**src/rtl/uart_tx_engine_if.sv**
```systemverilog
// -----------------------------------------------------------------------------
// uart_tx_engine_if
// Processor-side bus of the UART transmit engine.
//   load      : one-cycle write strobe (processor -> engine)
//   out_port  : byte to transmit          (processor -> engine)
//   eight     : 1 = 8 data bits, 0 = 7    (processor -> engine)
//   pen       : parity enable             (processor -> engine)
//   ohel      : parity sense, 1 = odd     (processor -> engine)
//   baud_sel  : baud rate select          (processor -> engine)
//   txrdy     : engine ready for a byte   (engine -> processor)
// The master modport is the processor; the slave modport is the engine.
// -----------------------------------------------------------------------------
interface uart_tx_engine_if;
  logic       load;
  logic [7:0] out_port;
  logic       eight;
  logic       pen;
  logic       ohel;
  logic [3:0] baud_sel;
  logic       txrdy;

  modport master (
    output load,
    output out_port,
    output eight,
    output pen,
    output ohel,
    output baud_sel,
    input  txrdy
  );

  modport slave (
    input  load,
    input  out_port,
    input  eight,
    input  pen,
    input  ohel,
    input  baud_sel,
    output txrdy
  );
endinterface

```
**src/rtl/uart_tx_engine.sv**
```systemverilog
// -----------------------------------------------------------------------------
// uart_tx_engine
// Builds an 11-bit UART frame (start, 7/8 data bits, optional parity, stop
// padding) from a processor byte and shifts it out LSB-first on tx_o, timing
// each bit with a divisor selected by baud_sel. Works with an external bit
// counter: doit_o enables it, btu_o clocks it, done_i ends the frame.
// Ports:
//   clk      : system clock, rising edge
//   reset    : asynchronous active-low reset
//   bus      : processor bus (load/out_port/format/baud_sel in, txrdy out)
//   done_i   : bit counter reports 11 bit-times elapsed (registered)
//   doit_o   : frame in progress, enables the bit counter
//   btu_o    : one-cycle bit-time-up pulse, only while doit_o is high
//   tx_o     : serial line, idles high
// -----------------------------------------------------------------------------
module uart_tx_engine #(
  parameter int unsigned CLK_HZ = 32'd100000000
) (
  input  logic                   clk,
  input  logic                   reset,
  uart_tx_engine_if.slave        bus,
  input  logic                   done_i,
  output logic                   doit_o,
  output logic                   btu_o,
  output logic                   tx_o
);

  typedef enum logic [1:0] {
    ST_IDLE  = 2'd0,
    ST_LOAD  = 2'd1,
    ST_SHIFT = 2'd2
  } state_t;

  // Bit-time terminal counts (divisor - 1), rounded to the nearest clock.
  // At 100 MHz these give 333333, 83333, 41667, 20833, 10417, 5208, 2604,
  // 1736, 868, 434, 217 and 109 clocks per bit.
  localparam logic [18:0] M1_300    = 19'((CLK_HZ + 32'd150)    / 32'd300    - 32'd1);
  localparam logic [18:0] M1_1200   = 19'((CLK_HZ + 32'd600)    / 32'd1200   - 32'd1);
  localparam logic [18:0] M1_2400   = 19'((CLK_HZ + 32'd1200)   / 32'd2400   - 32'd1);
  localparam logic [18:0] M1_4800   = 19'((CLK_HZ + 32'd2400)   / 32'd4800   - 32'd1);
  localparam logic [18:0] M1_9600   = 19'((CLK_HZ + 32'd4800)   / 32'd9600   - 32'd1);
  localparam logic [18:0] M1_19200  = 19'((CLK_HZ + 32'd9600)   / 32'd19200  - 32'd1);
  localparam logic [18:0] M1_38400  = 19'((CLK_HZ + 32'd19200)  / 32'd38400  - 32'd1);
  localparam logic [18:0] M1_57600  = 19'((CLK_HZ + 32'd28800)  / 32'd57600  - 32'd1);
  localparam logic [18:0] M1_115200 = 19'((CLK_HZ + 32'd57600)  / 32'd115200 - 32'd1);
  localparam logic [18:0] M1_230400 = 19'((CLK_HZ + 32'd115200) / 32'd230400 - 32'd1);
  localparam logic [18:0] M1_460800 = 19'((CLK_HZ + 32'd230400) / 32'd460800 - 32'd1);
  localparam logic [18:0] M1_921600 = 19'((CLK_HZ + 32'd460800) / 32'd921600 - 32'd1);

  // Terminal count for a baud select; unused selects fall back to 9600.
  function automatic logic [18:0] div_m1_f(input logic [3:0] sel);
    logic [18:0] m1;
    case (sel)
      4'd0:    m1 = M1_300;
      4'd1:    m1 = M1_1200;
      4'd2:    m1 = M1_2400;
      4'd3:    m1 = M1_4800;
      4'd4:    m1 = M1_9600;
      4'd5:    m1 = M1_19200;
      4'd6:    m1 = M1_38400;
      4'd7:    m1 = M1_57600;
      4'd8:    m1 = M1_115200;
      4'd9:    m1 = M1_230400;
      4'd10:   m1 = M1_460800;
      4'd11:   m1 = M1_921600;
      default: m1 = M1_9600;
    endcase
    return m1;
  endfunction

  // Parity over the transmitted data bits only; bit 7 counts only in 8-bit mode.
  function automatic logic parity_f(input logic [7:0] data, input logic eight,
                                    input logic ohel);
    logic x;
    x = (^data[6:0]) ^ (eight & data[7]);
    return x ^ ohel;
  endfunction

  // Frame image, bit 0 (start) leaves first; unused top bits are stop-level 1s.
  function automatic logic [10:0] frame_f(input logic [7:0] data, input logic eight,
                                          input logic pen, input logic ohel);
    logic        p;
    logic [10:0] f;
    p = parity_f(data, eight, ohel);
    case ({eight, pen})
      2'b11:   f = {1'b1, p, data[7:0], 1'b0};
      2'b10:   f = {1'b1, 1'b1, data[7:0], 1'b0};
      2'b01:   f = {1'b1, 1'b1, p, data[6:0], 1'b0};
      2'b00:   f = {1'b1, 1'b1, 1'b1, data[6:0], 1'b0};
      default: f = 11'h7FF;
    endcase
    return f;
  endfunction

  state_t      state_q, state_d;
  logic [7:0]  data_q, data_d;
  logic        eight_q, eight_d;
  logic        pen_q, pen_d;
  logic        ohel_q, ohel_d;
  logic [3:0]  baud_q, baud_d;
  logic [10:0] sr_q, sr_d;
  logic [18:0] cnt_q, cnt_d;
  logic        doit_q, doit_d;
  logic        btu_q, btu_d;
  logic        txrdy_q, txrdy_d;
  logic [18:0] div_m1_s;

  assign div_m1_s = div_m1_f(baud_q);

  // Next-state logic: frame FSM, shift register and bit-time counter.
  always_comb begin
    state_d = state_q;
    data_d  = data_q;
    eight_d = eight_q;
    pen_d   = pen_q;
    ohel_d  = ohel_q;
    baud_d  = baud_q;
    sr_d    = sr_q;
    doit_d  = doit_q;
    txrdy_d = txrdy_q;
    cnt_d   = 19'd0;
    btu_d   = 1'b0;

    case (state_q)
      ST_IDLE: begin
        if (bus.load) begin
          data_d  = bus.out_port;
          eight_d = bus.eight;
          pen_d   = bus.pen;
          ohel_d  = bus.ohel;
          baud_d  = bus.baud_sel;
          txrdy_d = 1'b0;
          state_d = ST_LOAD;
        end else begin
          state_d = ST_IDLE;
        end
      end
      ST_LOAD: begin
        sr_d    = frame_f(data_q, eight_q, pen_q, ohel_q);
        doit_d  = 1'b1;
        state_d = ST_SHIFT;
      end
      ST_SHIFT: begin
        if (done_i) begin
          sr_d    = 11'h7FF;
          doit_d  = 1'b0;
          txrdy_d = 1'b1;
          state_d = ST_IDLE;
        end else if (btu_q) begin
          sr_d = {1'b1, sr_q[10:1]};
        end else begin
          sr_d = sr_q;
        end
      end
      default: begin
        sr_d    = 11'h7FF;
        doit_d  = 1'b0;
        txrdy_d = 1'b1;
        state_d = ST_IDLE;
      end
    endcase

    // The count starts at 0 in the first cycle doit is high and is held at 0
    // otherwise; btu is registered so it is high exactly while count == DIV-1.
    if (!doit_q || !doit_d) begin
      cnt_d = 19'd0;
    end else if (cnt_q == div_m1_s) begin
      cnt_d = 19'd0;
    end else begin
      cnt_d = cnt_q + 19'd1;
    end
    btu_d = doit_d & (cnt_d == div_m1_s);
  end

  // State and datapath registers; reset aborts any frame in progress.
  always_ff @(posedge clk or negedge reset) begin
    if (!reset) begin
      state_q <= ST_IDLE;
      data_q  <= 8'h00;
      eight_q <= 1'b0;
      pen_q   <= 1'b0;
      ohel_q  <= 1'b0;
      baud_q  <= 4'd0;
      sr_q    <= 11'h7FF;
      cnt_q   <= 19'd0;
      doit_q  <= 1'b0;
      btu_q   <= 1'b0;
      txrdy_q <= 1'b1;
    end else begin
      state_q <= state_d;
      data_q  <= data_d;
      eight_q <= eight_d;
      pen_q   <= pen_d;
      ohel_q  <= ohel_d;
      baud_q  <= baud_d;
      sr_q    <= sr_d;
      cnt_q   <= cnt_d;
      doit_q  <= doit_d;
      btu_q   <= btu_d;
      txrdy_q <= txrdy_d;
    end
  end

  assign tx_o      = sr_q[0];
  assign doit_o    = doit_q;
  assign btu_o     = btu_q;
  assign bus.txrdy = txrdy_q;

endmodule
```
**src/flat_wrapper.sv**
```systemverilog
// flat-port wrapper written by rule: the top's interface ports become plain ports
module uart_tx_engine_flat 
#(
  parameter int unsigned CLK_HZ = 32'd100000000
)
  (clk, reset, done_i, doit_o, btu_o, tx_o, bus_load, bus_out_port, bus_eight, bus_pen, bus_ohel, bus_baud_sel, bus_txrdy);
  uart_tx_engine_if bus_i ();
  input  logic clk;
  input  logic reset;
  input  logic done_i;
  output logic doit_o;
  output logic btu_o;
  output logic tx_o;
  input wire logic [$bits(bus_i.load)-1:0] bus_load;
  input wire logic [$bits(bus_i.out_port)-1:0] bus_out_port;
  input wire logic [$bits(bus_i.eight)-1:0] bus_eight;
  input wire logic [$bits(bus_i.pen)-1:0] bus_pen;
  input wire logic [$bits(bus_i.ohel)-1:0] bus_ohel;
  input wire logic [$bits(bus_i.baud_sel)-1:0] bus_baud_sel;
  output wire logic [$bits(bus_i.txrdy)-1:0] bus_txrdy;
  assign bus_i.load = bus_load;
  assign bus_i.out_port = bus_out_port;
  assign bus_i.eight = bus_eight;
  assign bus_i.pen = bus_pen;
  assign bus_i.ohel = bus_ohel;
  assign bus_i.baud_sel = bus_baud_sel;
  assign bus_txrdy = bus_i.txrdy;
  uart_tx_engine #(.CLK_HZ(CLK_HZ)) u_core (.clk(clk), .reset(reset), .bus(bus_i), .done_i(done_i), .doit_o(doit_o), .btu_o(btu_o), .tx_o(tx_o));
endmodule
```
**config.mk**
```make
export PLATFORM = sky130hd
export DESIGN_NAME = uart_tx_engine_flat
export DESIGN_NICKNAME = d
export VERILOG_FILES = /design/src/rtl/uart_tx_engine_if.sv /design/src/rtl/uart_tx_engine.sv /design/src/flat_wrapper.sv
export SDC_FILE = /design/constraint.sdc
export NUM_CORES = 1
export LEC_CHECK = 0
export ABC_AREA = 1
export CAP_MARGIN = 20
export CORE_ASPECT_RATIO = 0.75
export CORE_UTILIZATION = 61
export DETAILED_ROUTE_END_ITERATION = 12
export PLACE_DENSITY = 0.87
export SYNTH_ARGS = -nofsm -noshare
export SYNTH_HDL_FRONTEND = slang
export SYNTH_SLANG_ARGS = --single-unit
```
**constraint.sdc**
```tcl
create_clock -name clk -period 2.8 [get_ports clk]
set_input_delay 0.7 -clock clk [delete_from_list [all_inputs] [get_ports clk]]
set_output_delay 0.7 -clock clk [all_outputs]
set_load 0.03 [all_outputs]
```
==> results.sh, run 1 <==
export IMPL_min_period_ps=2650
export IMPL_place_worst_setup_slack_ps=16.0
export IMPL_number_of_antenna_violations_at_the_first_check_in_global_routing=0
export IMPL_ant_nets=0
export IMPL_synthesis_area_per_instance_um2=6.51
export IMPL_relSlewSlack=0.617
export IMPL_n_fill_cell=500
export IMPL_fp_dieArea_mm2=0.00664
export IMPL_final_setup_tns_ps=0
export IMPL_finalClockSkew_ps=16.7
export IMPL_yosys_warning_total=0
export IMPL_clock_transition_at_the_registers_of_the_reported_paths_ps=110
export IMPL_maximum_capacitance_violations=0
export IMPL_global_route_usage_total=0.363
export IMPL_timing_fmax_mhz=377
export IMPL_dr_pass1_iters=5
export IMPL_synth_fa_ha_area_frac=0.0357
export IMPL_overflow=0
export IMPL_timing_critical_path_from="u_core.cnt_q[1]"
export IMPL_routabilityCongestion=1.03
export IMPL_post_drt_wl_per_cell_um=15.8
export IMPL_clock_tree_from_tritoncts="yes"
export IMPL_timing_critical_path_slowest_stage_cell="dfrtp_1"
export IMPL_setup_worst_path_class="reg -> reg"
export IMPL_floorplan_rows=24
export IMPL_yosys_register_bits=49
export IMPL_layout_worst_path_cycle_share=0.948
export IMPL_hp_class="in -> async"
export IMPL_reg2reg_to="u_core.btu_o"
export IMPL_arrival_ps=2920
export IMPL_power_density_mw_per_mm2=1060
export IMPL_htreeDepth=2
export IMPL_area_growth_pct=12.7
export IMPL_floorplan_initialDensity=0.648
export IMPL_chipWidth_um=93.8
export IMPL_grt_pass1_vias=3717
export IMPL_timing_critical_path_slowest_cell_delay_ps=560
export IMPL_crit_path_frequent_cell="nand2_1"
export IMPL_timing_worst_slew_pin_value_ps=573
export IMPL_clock_buffer_count_from_cts=5
export IMPL_port_buffers=22
export IMPL_post_synth_num_cell_types=37
export IMPL_vias=3968
export IMPL_worst_ir_drop_vdd_v=0.000660
export IMPL_antenna_diode_count=0
export IMPL_die_y_um=70.8
export IMPL_postSynthNetCount=622
export IMPL_maximum_number_of_pins_on_one_net_before_global_route_repair=29
export IMPL_cp_buffers_inverters=1
export IMPL_static_leakage_uw=0.00234
export IMPL_synth_mux_area_fraction=0
export IMPL_rsz_0062_raised_after_global_routing="false"
export IMPL_finalNetCount=659
export IMPL_drc_viols=0
export IMPL_detailedRoute_firstIterationViolations=419
export IMPL_worst_path_stages=15
export IMPL_io_pins=23
export IMPL_ff2ff_setup_slack_ps=150
export IMPL_drt_total_wl_um=11200
export IMPL_setup_slack_ps=146
export IMPL_post_detailed_placement_half_perimeter_wirelength_um=8980
export IMPL_finalSetupViolCount=0
export IMPL_r2r_path_start="u_core.cnt_q[1]"
export IMPL_post_synth_inst_count=592
export IMPL_via_per_inst=5.60
export IMPL_cts_hold_buf=0
export IMPL_status="finished, final reports clean"
export IMPL_critPathRequiredTime_ps=3060
export IMPL_final_hold_slack_ps=329
export IMPL_grt_first_pass_wirelength_um=18200
export IMPL_cts_sinks=49
export IMPL_cp_cell_sequence="ha_1 > nand3_1 > nor3_2 > inv_1 > nor2_1 > a21oi_1 > nor3_1 > nand2_1 > nand2_1 > nand2_1 > nor2_1 > nand2_1 > nor2_1 > nand2_1 > nor2_1"
export IMPL_setup_worst_path_end="u_core.btu_o"
export IMPL_deepest_clock_path_buffer_count=2
export IMPL_critical_path_startpoint_type="flop"
export IMPL_pnr_total_power_uw=4590
export IMPL_worst_skew_pair_late_latency_ps=320
export IMPL_cts_root_buf="clkbuf_8"
export IMPL_floorplan_core_area_mm2=0.00595
export IMPL_setup_worst_path_end_class="flop"
export IMPL_synth_area_mm2=0.00385
export IMPL_post_cts_resize_count=0
export IMPL_complex_gate_fraction_of_the_synthesized_area=0.0708
export IMPL_reg2reg_depth=15
export IMPL_post_route_cells_drive_above_1_share=0.117
export IMPL_critical_path_top_delay_family="simple AND/OR/NAND/NOR gates"
export IMPL_synth_simple_area_share=0.412
export IMPL_combinational_family_with_the_most_area_after_synthesis="simple AND/OR/NAND/NOR gates"
export IMPL_timing_final_hold_violations=0
export IMPL_slew_viol_final=0
export IMPL_synth_xor_area_share=0.0341
export IMPL_post_cts_setup_buffer_count=0
export IMPL_yosysSeqAreaShare=0.322
export IMPL_critical_path_peak_fanout=6
power breakdown:
group / switching, uW / internal, uW / leakage [uW]
Sequential: 194 / 954 / 0.000618
Combinational: 1920 / 1060 / 0.00167
Clock: 280 / 187 / 0.0000506
Total: 2390 / 2200 / 0.00234
cells in the final DEF (no fill, tap or decap), types with 14 or more instances in the layout:
cell type        Yosys  routed
nand2_1            202     202
inv_1               89      88
nor2_1              53      53
nand3_1             52      52
dfrtp_1             38      37
clkdlybuf4s50_1      0      21
a21oi_1             20      20
buf_4                1      20
o21ai_0             19      19
nor3_1              15      14
how the worst min path moves through the flow:
stage / to / startpoint / cells after the start / slack (ps)
3_5_place_dp: u_core.sr_q[0] / u_core.sr_q[0] / 2 / 480
6_report: u_core.ohel_q / reset / 1 / 330
4_1_cts: u_core.ohel_q / reset / 1 / 350
5_1_grt: u_core.ohel_q / reset / 1 / 360
3_3_place_gp: u_core.sr_q[7] / u_core.sr_q[7] / 2 / 460
2_1_floorplan: u_core.baud_q[0] / reset / 0 / 400
area by class of cell:
| cell class | count | area [um^2] | share of cell area |
|---|---|---|---|
| sequential | 49 | 1240 | 0.286 |
| inverter | 95 | 364 | 0.0838 |
| clock buffer | 5 | 68.8 | 0.0158 |
| multi-input combinational | 434 | 2140 | 0.492 |
| tap | 78 | 97.6 | 0.0225 |
| clock inverter | 3 | 28.8 | 0.00663 |
| timing repair buffer | 44 | 405 | 0.0933 |
metal layers:
| layer | vias to the layer above | global-route usage | share of wire |
|---|---|---|---|
| met4 | 0 | 0.0718 | 0.012 |
| met5 | - | 0 | 0 |
| met3 | 20 | 0.112 | 0.13 |
| met2 | 226 | 0.509 | 0.40 |
| li1 | 1926 | - | - |
| met1 | 1796 | 0.549 | 0.46 |
sequential cells by signal, summed over array words and instances (netlist names), 2 cells and up:
signal / flops
u_core.state_q: 2
u_core.data_q: 8
u_core.cnt_q: 19
u_core.sr_q: 10
u_core.baud_q: 4
stage by stage:
| step | std cells | cell area [um^2] | util |
|---|---|---|---|
| after floorplan | 592 | 3850 | - |
| after global placement | 700 | 4240 | 0.713 |
| after detailed placement | 700 | 4240 | 0.713 |
| after CTS | 708 | 4330 | 0.729 |
| after global routing | 708 | 4340 | 0.730 |
| final | 708 | 4340 | 0.730 |
cell families after synthesis:
group / Yosys count
compound gates: 50
flops: 49
fa+ha+maj: 11
buf+inv: 109
xor+xnor: 15
simple gates: 358
Yosys cell counts:
| master | count | area share |
|---|---|---|
| a31oi_1 | 2 | 0.0032 |
| dfrtp_1 | 38 | 0.25 |
| a21oi_1 | 20 | 0.026 |
| o21ai_1 | 2 | 0.0026 |
| inv_4 | 1 | 0.0016 |
| nor3b_1 | 2 | 0.0039 |
| xnor2_1 | 4 | 0.0091 |
| nand2_1 | 202 | 0.20 |
| nor3_2 | 1 | 0.0026 |
| clkinv_1 | 2 | 0.0019 |
| inv_6 | 1 | 0.0023 |
| a2bb2oi_1 | 1 | 0.0023 |
| nor2_1 | 53 | 0.052 |
| buf_4 | 1 | 0.0019 |
| nand4_1 | 9 | 0.015 |
| or2_2 | 1 | 0.0016 |
| a32oi_1 | 1 | 0.0023 |
| nand2_2 | 4 | 0.0065 |
| nor3_4 | 1 | 0.0042 |
| inv_2 | 2 | 0.0019 |
| buf_2 | 2 | 0.0026 |
| o21ai_0 | 19 | 0.025 |
| dfstp_2 | 11 | 0.075 |
| inv_1 | 89 | 0.087 |
| buf_6 | 6 | 0.018 |
| xor2_1 | 11 | 0.025 |
| nor3_1 | 15 | 0.019 |
| nand2_4 | 1 | 0.0029 |
| clkbuf_1 | 4 | 0.0039 |
| nand3_1 | 52 | 0.068 |
| ha_1 | 11 | 0.036 |
| a22oi_1 | 5 | 0.0097 |
| buf_12 | 1 | 0.0052 |
| nand3_2 | 10 | 0.026 |
| nor2_2 | 4 | 0.0065 |
| nor2_4 | 2 | 0.0058 |
| nand3b_1 | 1 | 0.0019 |
(Power assumes the default switching activity.)
==> run 2: changes to the inputs <==
--- a/config.mk
+++ b/config.mk
@@ -6,6 +6,7 @@
 export NUM_CORES = 1
 export LEC_CHECK = 0
 export ABC_AREA = 1
+export ABC_CLOCK_PERIOD_IN_PS = 2800
 export CAP_MARGIN = 20
 export CORE_ASPECT_RATIO = 0.75
 export CORE_UTILIZATION = 61
==> results of run 2 <==
No change in the layout: final DEF, timing and power equal those of run 1.
==> edit 1: new RTL, flow settings as in run 1 <==
Encoding of `state_t`: now one-hot (3 bits for 3 states).
--- a/src/rtl/uart_tx_engine.sv
+++ b/src/rtl/uart_tx_engine.sv
@@ -26,8 +26,8 @@
 );
 
-  typedef enum logic [1:0] {
-    ST_IDLE  = 2'd0,
-    ST_LOAD  = 2'd1,
-    ST_SHIFT = 2'd2
+  typedef enum logic [2:0] {
+    ST_IDLE  = 3'b001,
+    ST_LOAD  = 3'b010,
+    ST_SHIFT = 3'b100
   } state_t;
 
Behaviour: no difference found for any inputs over 10 cycles, from zero or initial values and one cycle with reset low; not proved beyond that.
==> edit 1 against run 1 <==
Global-route usage rose by 0.71 points; total power fell by 2.5%; via count rose by 0.76%; non-clock buffer count rose by 20; final cell count grew 0.56%; wire length rose by 1.2%; synthesized area fell by 1.2%; sequential cell count is 1 higher; final area up 2.7%; setup slack better by 0.032 ns; largest cell class unchanged.
==> edit 1: results (changes against run 1) <==
[grt]
grt_use_met2_pct=53.2  ; +2.3 points
grt_first_pass_wirelength_um=18300  ; +0.19%
use_met3_pct=11.1  ; -0.072 points
met1_usage_pct=55.2  ; +0.34 points
grt_max_degree=26  ; -10%
grt_use_total_pct=37.0  ; +0.71 points
grt_pass1_vias=3670  ; -1.3%

[layout]
inv_count=78  ; -18%
multi_input_area_share_pct=47.6  ; -1.6 points
nClkBuffers=6  ; +1
drive_above_1_share_pct=15.3  ; +3.6 points
fillerInstances=494  ; -1.2%
signal_buffers=64  ; +45%
regArea_um2=1270  ; +2.0%
buf_share_pct=12.7  ; +3.4 points
clkCellAreaFrac_pct=2.41  ; +0.17 points

[placed_design]
dpl_worst_slack_ns=0.0236  ; +0.00761 ns
place_congestion=1.03  ; +0.74%
hpwl_um=8970  ; -0.13%
dpl_cell_area_um2=4350  ; +2.6%

[synthesis]
synth_adder_area_share_pct=2.30  ; -1.3 points
synth-compound-area-share_pct=4.60  ; -2.5 points
muxShareOfSynthArea_pct=1.58  ; +1.6 points
syn_area_um2=3810  ; -1.2%
yosys-top-cells-count=nand2_1, inv_1, nor2_1, nand3_1, dfrtp_1
synthXorXnorAreaFrac_pct=3.45  ; +0.041 points
ys_seq_elements=50  ; +2.0%
syn-num-nets=602  ; -3.2%
ys_seq_area_share_pct=33.3  ; +1.1 points
synth_area_leaders=dfrtp_1, nand2_1, dfstp_2

[detailed_routing]
first_pass_iters=6  ; +1
totalWireLength_um=11300  ; +1.2%
drt_iter0_markers=525  ; +25%
via_count=3998  ; +0.76%

[critical_path]
cp.arrival_ns=2.89  ; -0.03 ns
slowest_delay_ns=0.40  ; -0.16 ns
cp_max_fo=12  ; +6

[status]
status=completed

[sta]
skew_ns=0.00774  ; -0.00900 ns
worstMarginPinSlew_ns=0.430  ; -0.142 ns

[cts]
numCtsBuffers=5  ; unchanged
cts_setup_buffers=0  ; unchanged
cts_root_buf=clkbuf_8

[power]
total_leakage_power_uw=0.00242  ; +3.4%
ir_drop_mv=0.847  ; +28%

edit 1: changes by cell type after synthesis, moves of 4 or more:
cell	delta
inv_1	-17
a21oi_1	-15
nor2_1	+11
mux2i_1	+6
nor3_1	-6
a22oi_1	-5
a31oi_1	+5
nand3_1	+5
ha_1	-4
nand2_2	+4
o21ai_0	-4
edit 1: path summary, 6_finish.rpt:
| path | startpoint | cells after the start | slack (ns) | to |
|---|---|---|---|---|
| min reg2reg | u_core.sr_q[8]$_DFFE_PN1P_ | 2 | 0.47 | u_core.sr_q[8]$_DFFE_PN1P_ |
| min in group clk | u_core.sr_q[8]$_DFFE_PN1P_ | 2 | 0.47 | u_core.sr_q[8]$_DFFE_PN1P_ |
| max in group asynchronous | reset | 2 | 1.77 | u_core.sr_q[9]$_DFFE_PN1P_ |
| max reg2reg | u_core.baud_q[1]$_DFFE_PN0P_ | 18 | 0.18 | u_core.btu_o$_DFF_PN0_ |
| max | u_core.baud_q[1]$_DFFE_PN0P_ | 18 | 0.18 | u_core.btu_o$_DFF_PN0_ |
| min | reset | 1 | 0.29 | u_core.cnt_q[4]$_DFF_PN0_ |
edit 1: stage by stage:
step | std cells | hold slack, ns | util (%)
2_1_floorplan | 576 | 0.404 | -
3_3_place_gp | 704 | 0.455 | 73.5
3_5_place_dp | 704 | 0.458 | 73.5
4_1_cts | 712 | 0.320 | 75.3
5_1_grt | 712 | 0.320 | 75.4
6_report | 712 | 0.294 | 75.4
edit 1: power by group:
part | total [uW] | internal, uW | switching [uW]
clock | 513 | 233 | 280
sequential | 1060 | 908 | 148
combinational | 2910 | 1090 | 1820
total | 4480 | 2230 | 2240
edit 1: per-layer routing:
metal | routed length (um) | vias up
met5 | 0 | -
met3 | 1460 | 25
met1 | 4980 | 1824
met2 | 4750 | 229
li1 | - | 1920
met4 | 156 | 0
==> edit 2: new RTL, config.mk and constraints of run 1 <==
Without the edit above. `CLK_HZ` is set to 32'd100000000 in 2 places; all go to 32'd50000000.
--- a/src/rtl/uart_tx_engine.sv
+++ b/src/rtl/uart_tx_engine.sv
@@ -15,5 +15,5 @@
 // -----------------------------------------------------------------------------
 module uart_tx_engine #(
-  parameter int unsigned CLK_HZ = 32'd100000000
+  parameter int unsigned CLK_HZ = 32'd50000000
 ) (
   input  logic                   clk,
--- a/src/flat_wrapper.sv
+++ b/src/flat_wrapper.sv
@@ -2,5 +2,5 @@
 module uart_tx_engine_flat 
 #(
-  parameter int unsigned CLK_HZ = 32'd100000000
+  parameter int unsigned CLK_HZ = 32'd50000000
 )
   (clk, reset, done_i, doit_o, btu_o, tx_o, bus_load, bus_out_port, bus_eight, bus_pen, bus_ohel, bus_baud_sel, bus_txrdy);
Behaviour: no difference found for any inputs over 10 cycles, from zero or initial values and one cycle with reset low; that may be too few to reach the edited logic, so the function may still have changed.
==> edit 2 against run 1 <==
Total power decreased by 3.8%; synthesized area decreased by 8.3%; critical path depth increased by 3; largest power group unchanged; first-iteration DRC count increased by 0.24%; sequential cell count unchanged; wire length decreased by 8.2%; via count decreased by 6.2%; largest cell class unchanged; setup slack improved by 0.025 ns; final area decreased by 4.3%.
==> edit 2: results (changes against run 1) <==
[status]
status=completed

[grt]
grt_pass1_vias=3201  ; -14%
grt_first_pass_wirelength_um=16300  ; -11%
met1_usage_pct=52.2  ; -2.7 points

[critical_path]
rr_worst_depth=18  ; +3
cp_max_fo=14  ; +8

[layout]
drive_above_1_share_pct=13.7  ; +1.9 points
buf_share_pct=11.6  ; +2.2 points
nMultiInputCombCells=382  ; -12%
seq_area_share_pct=29.8  ; +1.2 points
fin_cells=653  ; -7.8%

[sta]
worstMarginPinSlew_ns=0.618  ; +0.0459 ns
layout_setup_ws_ns=0.171  ; +0.0246 ns
whs_ns=0.470  ; +0.141 ns
skew_ns=0.00442  ; -0.0123 ns

[placed_design]
hpwl_um=7840  ; -13%
dpl_cell_area_um2=3990  ; -5.8%
place_inst=640  ; -8.6%

[detailed_routing]
via_count=3722  ; -6.2%
wl_per_cell_um=15.8  ; -0.46%

[synthesis]
syn-num-nets=558  ; -10%
synth_area_leaders=dfrtp_1, nand2_1, inv_1
ys_types=31  ; -16%

[power]
ir_drop_mv=0.820  ; +24%
pg_comb_uw=2720  ; -8.7%
clock_power_share_pct=12.3  ; +2.1 points

==> edit 2: changes by cell type after synthesis, moves of 3 or more <==
cell	delta
nand2_1	-36
nor2_1	-15
inv_1	-9
nand3_2	-9
nor3_1	-6
nand4_1	+5
nand3_1	-4
o21ai_1	+4
a21oi_1	+3
inv_2	+3
==> edit 2: critical path, stage by stage, from the launching register on <==
cell and delay (ns):
dfrtp_1 0.51, nor2_4 0.28, nand2_2 0.14, nand2_1 0.10
nand2_1 0.07, nor2_1 0.17, nand2_1 0.07, nor2_1 0.08
nand2_1 0.09, nor2_2 0.14, nand2_4 0.12, buf_12 0.17
nand3_1 0.07, nand2_1 0.05, inv_1 0.05, nand3_1 0.06
nor2_1 0.19, nand2_1 0.10, nor2_2 0.09
==> edit 2: what timing repair did <==
action / in CTS / in global routing
hold buffers: 0 / 0
endpoints found under the hold margin: 0 / 0
resized for setup: 0 / 4
endpoints found under the setup margin: 0 / 1
buffers inserted: 0 / 5
